[src/rtl/jtpang_objdma.sv]
// Object-table DMA: on a go edge it takes the Z80 bus, copies LEN bytes of VRAM
// into the back page of the object line buffer, then releases the bus and flips pages.
module jtpang_objdma #(
  parameter int          LEN      = 512,
  parameter int          AW       = 9,
  parameter logic [11:0] SRC_BASE = 12'h000
) (
  input  logic          clk,
  input  logic          rst,
  input  logic          cen,
  input  logic          dma_go,
  output logic          busrq_n,
  input  logic          busak_n,
  output logic          dma_bus,
  output logic [11:0]   dma_addr,
  input  logic [7:0]    dma_din,
  output logic [AW:0]   buf_addr,
  output logic [7:0]    buf_din,
  output logic          buf_we,
  output logic          obj_page,
  output logic          busy,
  output logic          done
);

  typedef enum logic [2:0] {IDLE, REQ, ADDR, DATA, REL} state_t;

  localparam logic [AW-1:0] LAST = AW'(LEN - 1);

  state_t        st;
  logic          go_s, go_d, pend;
  logic [AW-1:0] idx;
  logic          go_edge;

  assign go_edge = go_s & ~go_d;

  always_ff @(posedge clk) begin
    if (rst) begin
      st       <= IDLE;
      go_s     <= 1'b0;
      go_d     <= 1'b0;
      pend     <= 1'b0;
      idx      <= '0;
      busrq_n  <= 1'b1;
      dma_bus  <= 1'b0;
      dma_addr <= SRC_BASE;
      buf_addr <= '0;
      buf_din  <= '0;
      buf_we   <= 1'b0;
      obj_page <= 1'b0;
      busy     <= 1'b0;
      done     <= 1'b0;
    end else begin
      go_s   <= dma_go;
      go_d   <= go_s;
      done   <= 1'b0;
      buf_we <= 1'b0;
      // edges seen while busy collapse into one queued transfer
      if (go_edge && st != IDLE) pend <= 1'b1;
      case (st)
        IDLE: if (go_edge) begin
          st      <= REQ;
          busy    <= 1'b1;
          busrq_n <= 1'b0;
        end
        REQ: begin
          busrq_n <= 1'b0;
          if (!busak_n) begin
            st      <= ADDR;
            idx     <= '0;
            dma_bus <= 1'b1;
          end
        end
        // both data states stall while the CPU holds the bus
        ADDR: if (!busak_n && cen) begin
          dma_addr <= SRC_BASE + 12'(idx);
          st       <= DATA;
        end
        DATA: if (!busak_n && cen) begin
          buf_din  <= dma_din;
          buf_addr <= {~obj_page, idx};
          buf_we   <= 1'b1;
          if (idx == LAST) begin
            st      <= REL;
            dma_bus <= 1'b0;
          end else begin
            idx <= idx + 1'b1;
            st  <= ADDR;
          end
        end
        REL: begin
          busrq_n  <= 1'b1;
          obj_page <= ~obj_page;
          done     <= 1'b1;
          pend     <= 1'b0;
          if (pend || go_edge) begin
            st   <= REQ;
            busy <= 1'b1;
          end else begin
            st   <= IDLE;
            busy <= 1'b0;
          end
        end
        default: st <= IDLE;
      endcase
    end
  end

endmodule

[config.mk]
export PLATFORM = sky130hd
export DESIGN_NAME = jtpang_objdma
export DESIGN_NICKNAME = d
export VERILOG_FILES = /design/src/rtl/jtpang_objdma.sv
export SDC_FILE = /design/constraint.sdc
export NUM_CORES = 1
export LEC_CHECK = 0
export ABC_AREA = 1
export BUFFER_PORTS_ARGS = -buffer_cell sky130_fd_sc_hd__buf_2
export CELL_PAD_IN_SITES_DETAIL_PLACEMENT = 0
export CELL_PAD_IN_SITES_GLOBAL_PLACEMENT = 2
export CORE_AREA = 2 2 86 88
export DETAILED_ROUTE_END_ITERATION = 12
export DIE_AREA = 0 0 88 90
export PLACE_DENSITY_LB_ADDON = 0.1
export REMOVE_ABC_BUFFERS = 1
export SLEW_MARGIN = 20
export SYNTH_ARGS = -nofsm -noshare
export SYNTH_HDL_FRONTEND = slang
export SYNTH_SLANG_ARGS = --single-unit
[constraint.sdc]
create_clock -name clk -period 2 [get_ports clk]
set_input_delay 0 -clock clk [delete_from_list [all_inputs] [get_ports clk]]
set_output_delay 0 -clock clk [all_outputs]
set_load 0.005 [all_outputs]
After elaboration in Yosys (flattened, before gate mapping)
Index checks and enable logic that the tools add are counted.
- $add $sub $neg: 1
- multiply operators: 0
- divide/modulo/power cells: 0
- order comparisons: 0
- equality and inequality tests: 11
- shifts and indexed selects: 0
- muxes and demuxes: 22
- bitwise logic cells: 4
- reductions and logical operators: 18
- operators by type and width (operator ; count):
    two-way mux 9 bit ; 3
    case mux 9 bit (2 select lines) ; 1
    two-way mux 3 bit ; 5
    case mux 3 bit (5 select lines) ; 1
    inequality test 2 bit, second input constant ; 6
    AND reduction 4 bit ; 3
    adder 9 x 1 -> 9 bit, second input constant ; 1
    == test 9 bit, second input constant ; 1
    two-way mux 1 bit ; 9
    AND reduction 2 bit ; 4
    == test 3 x 2 -> 1 bit, second input constant ; 2
    nonzero test 3 bit ; 2
    case mux 1 bit (2 select lines) ; 2
    nonzero test 2 bit ; 2
    OR reduction 2 bit ; 2
    == test 3 x 1 -> 1 bit, second input constant ; 1
    == test 3 bit, second input constant ; 1
    zero test 3 bit ; 1
    NOT 1 bit ; 3
    case mux 1 bit (3 select lines) ; 1
    logical AND 1 bit ; 2
    AND 1 bit ; 1
    zero test 1 bit ; 1
    logical OR 1 bit ; 1
- register bits after elaboration: 48
- latch bits: 0
- RAM bits: 0
- memory bits (read-only): 0
- word-level logic and storage cells: 70
- memories: 0

Longest topological paths before layout
- word-level depth: 5
- gate-level depth with buffers: 13
- depth with buffers taken out: 13

Worst setup path before layout
Ideal clock, no wire load.
- path type: flip-flop to flip-flop
- start: register idx[1]
- end: register idx[7]
- arrival time: 1.672 ns
- slack: 0.213 ns
- cell stages (with the launch flop): 13
- path buffers: 1
- clock period less this slack: 1.787 ns
- cells stage by stage: dfxtp_1 ha_1 nand2_1 nor3_1 nand2_1 nor2_1 ha_1 nand2_1 nand2_2 nor2_4 buf_6 a21oi_1 nor2_1
- word-level cells in the longest chain between the ends: 4
- RTL lines (what ; line ; RTL):
    start, declared ; 31 ; logic [AW-1:0] idx;
    start signal, assigned ; 86 ; idx <= idx + 1'b1;
    adder 9 x 1 -> 9 bit ; 86 ;
    two-way mux 9 bit ; 82 ; if (idx == LAST) begin
    two-way mux 9 bit ; 78 ; DATA: if (!busak_n && cen) begin
    case mux 9 bit (2 select lines) ; 59 ; case (st)
Several ways; a longest one is shown, not always the timed one. The select of a mux whose other input is x is not followed.
A chain may end at the register's enable or synchronous reset.

Worst setup path after layout
- start: register idx[0]
- end: register idx[8]
The elaborated chain is that of the path after synthesis.

==> results.ini <==
[drt]
drt_iter0_drc=73
wire_per_inst_um=12.31
drc=0
firstDrtPassIters=4
final_antenna_net_count=0
wl_mm=5.122
vias=1769
vias_per_cell=4.252

[power_and_ir_drop]
cellLeakagePower_nw=1.158
powerDensity_nw_per_um2=937.6
ir_worst_vdd_mv=0.3150

[final_layout]
final_cell_mix=nor2_1, dfxtp_1, buf_2
register_area_sq_um=960.9
final.fill_count=763
utilization_pct=35.63
nets=331
drive_above_1_share_pct=25.55
multi_input_area_sq_um=847.1
n_antenna_cell=0
design_area_sq_um=2501
layout_commonest_cell=nor2_1
area_growth_pct=27.98

[cts]
numClockSinks=48
cts_setup_buffers=0
cts_tree=built
clock_latency_ns=0.31
clockRootBuffer=clkbuf_8
cts_buffers=5
htreeDepth=2
clkTransAtPathRegs_ns=0.09
clockBufferDepth=2

[die]
fp-row-count=31
die-height_um=90
die_area_sq_um=7920
coreArea_sq_um=7020
io_pins=49
initial_core_util_pct=27.84
die_w_um=88

[timing]
finalHoldViolations=0
finalCriticalPeriod_ns=1.847
finalClockSkew_ns=0.007536
drv_slew=0
finalCritPeriodShare_pct=92.34
fmax_mhz=541.5
final-setup-viol-count=0

[setup_path]
ff2ff_setup_slack_ns=0.15
rr_endpoint=idx[8]$_SDFFE_PP0P_
r2r_cells=12
regToRegStartpoint=idx[0]$_SDFFE_PP0P_
criticalPathCategory=reg2reg
crit_arrival_ns=2.05
crit_required_ns=2.21
path_max_fanout=8
cp-end-kind=flip-flop
cp-start-kind=flip-flop

[synthesis]
synth_fa_ha_area_share_pct=1.280
synthMuxAreaShare_pct=0
synth-seq-area-share_pct=49.17
syn_inst=256
synth_top_family_by_area=simple AND/OR/NAND/NOR gates
synthSimpleGateAreaFrac_pct=25.10
ys_ff_latch=48
yosys_warnings=0
synth_xor_area_share_pct=0
synth_cell_types=24
avgSynthCellArea_sq_um=7.634
synth-compound-area-share_pct=14.85
synth_area_sq_um=1954

[worst_hold_path]
hold_class=in2reg
min_from=rst
holdPathStages=2
min_to=buf_we$_SDFF_PP0_

[outcome]
outcome=complete, no violations

[place]
portBuffers=45
place.gp.congestion=0.6849
placedInstanceArea_sq_um=2273
dpl.hpwl_mm=3.539

[job]
cap_violations=0

[global_route]
grt_pass1_wl_mm=8.162
grt_pass1_vias=1688
grt_max_degree=24
antenna_found_initial=0
gr-usage-all-layers_pct=13.16
grt_overflow=0

layer usage:
layer  track usage (%)  up-vias  wire length [um]
li1                  -      931                 -
met1             17.81      801              2543
met2             20.58       31              2311
met3             3.489        6               206
met4             3.462        0                61
met5                 0        -                 0
Yosys cell counts:
cell type / number / area share, %
dfxtp_1: 48 / 49
o21ai_1: 28 / 7.2
buf_4: 4 / 1.5
o21bai_1: 1 / 0.38
nand2_1: 34 / 6.5
buf_6: 4 / 2.3
nand3_1: 8 / 2.0
clkbuf_1: 1 / 0.19
nor3_1: 4 / 1.0
ha_1: 2 / 1.3
o21ai_0: 8 / 2.0
inv_2: 3 / 0.58
nor2_1: 57 / 11
nand3_2: 2 / 1.0
buf_1: 1 / 0.19
buf_2: 3 / 0.77
nor2_2: 2 / 0.64
inv_1: 20 / 3.8
nor3_2: 1 / 0.51
conb_1: 1 / 0.19
nor2_4: 3 / 1.7
a21oi_1: 17 / 4.4
nand2_2: 2 / 0.64
a21oi_2: 2 / 0.90
cell families (layout without fill, tap and decap cells):
kind of cell | Yosys count | count (layout)
compound gates | 56 | 56
buf+inv | 36 | 94
fa+ha+maj | 2 | 2
simple gates | 113 | 114
other cells | 1 | 3
flops | 48 | 48
power by group:
group,switching [mW],internal (mW)
sequential,0.0743,1.05
clock,0.344,0.280
combinational,0.372,0.224
total,0.790,1.55
critical path, stage by stage, from the launching register on:
cell     delay, ns
dfxtp_1       0.32
ha_1          0.22
nand2_2       0.10
nor3_2        0.06
nand2_1       0.09
nor2_2        0.04
ha_1          0.19
nand2_1       0.13
nand2_4       0.09
nor2_4        0.25
inv_2         0.09
o21ai_1       0.13
nor2_1        0.05
worst max path at each step:
stage | from | endpoint | slack (ns) | depth (start not counted)
floorplan | idx[1]$_SDFFE_PP0P_ | idx[7]$_SDFFE_PP0P_ | 0.30 | 11
global placement | idx[0]$_SDFFE_PP0P_ | idx[2]$_SDFFE_PP0P_ | 0.12 | 12
detailed placement | idx[0]$_SDFFE_PP0P_ | idx[8]$_SDFFE_PP0P_ | 0.08 | 12
CTS | idx[0]$_SDFFE_PP0P_ | idx[8]$_SDFFE_PP0P_ | 0.06 | 12
global route | idx[0]$_SDFFE_PP0P_ | idx[8]$_SDFFE_PP0P_ | -0.001 | 12
finish | idx[0]$_SDFFE_PP0P_ | idx[8]$_SDFFE_PP0P_ | 0.15 | 12
registers in the layout, indices dropped and copies added, names as in the netlist:
register and cells:
go_s 1, st 3, buf_we 1, buf_addr 10, pend 1, busrq_n 1
idx 9, go_d 1, done 1, dma_addr 9, dma_bus 1, buf_din 8
obj_page 1, busy 1
layout make-up:
| type | count | share of cell area [%] |
|---|---|---|
| clock inverter | 2 | 0.6003 |
| clock buffer | 6 | 3.302 |
| timing repair buffer | 63 | 15.41 |
| tap | 99 | 4.952 |
| inverter | 23 | 3.452 |
| sequential | 48 | 38.42 |
| multi-input combinational | 175 | 33.87 |
repair_timing:
| action | in CTS | in global routing |
|---|---|---|
| hold endpoints to repair | 10 | 0 |
| hold buffers | 10 | 0 |
| endpoints found under the setup margin | 0 | 9 |
| gates resized for setup | 0 | 6 |
through the flow:
| stage | power [mW] | TNS [ns] | worst slack (ns) | hold slack (ns) | instances |
|---|---|---|---|---|---|
| 2_1_floorplan | 1.492 | 0 | 0.2996 | 0.06907 | 245 |
| 3_3_place_gp | 1.713 | 0 | 0.1187 | 0.2081 | 397 |
| 6_report | 2.345 | 0 | 0.1533 | 0.01635 | 416 |
| 5_1_grt | 2.510 | -0.001327 | -0.001327 | 0.01958 | 416 |
| 3_5_place_dp | 1.706 | 0 | 0.07793 | 0.2133 | 397 |
| 4_1_cts | 2.362 | 0 | 0.05828 | 0.01032 | 415 |
Note: power is estimated with default switching activity, not from simulation.
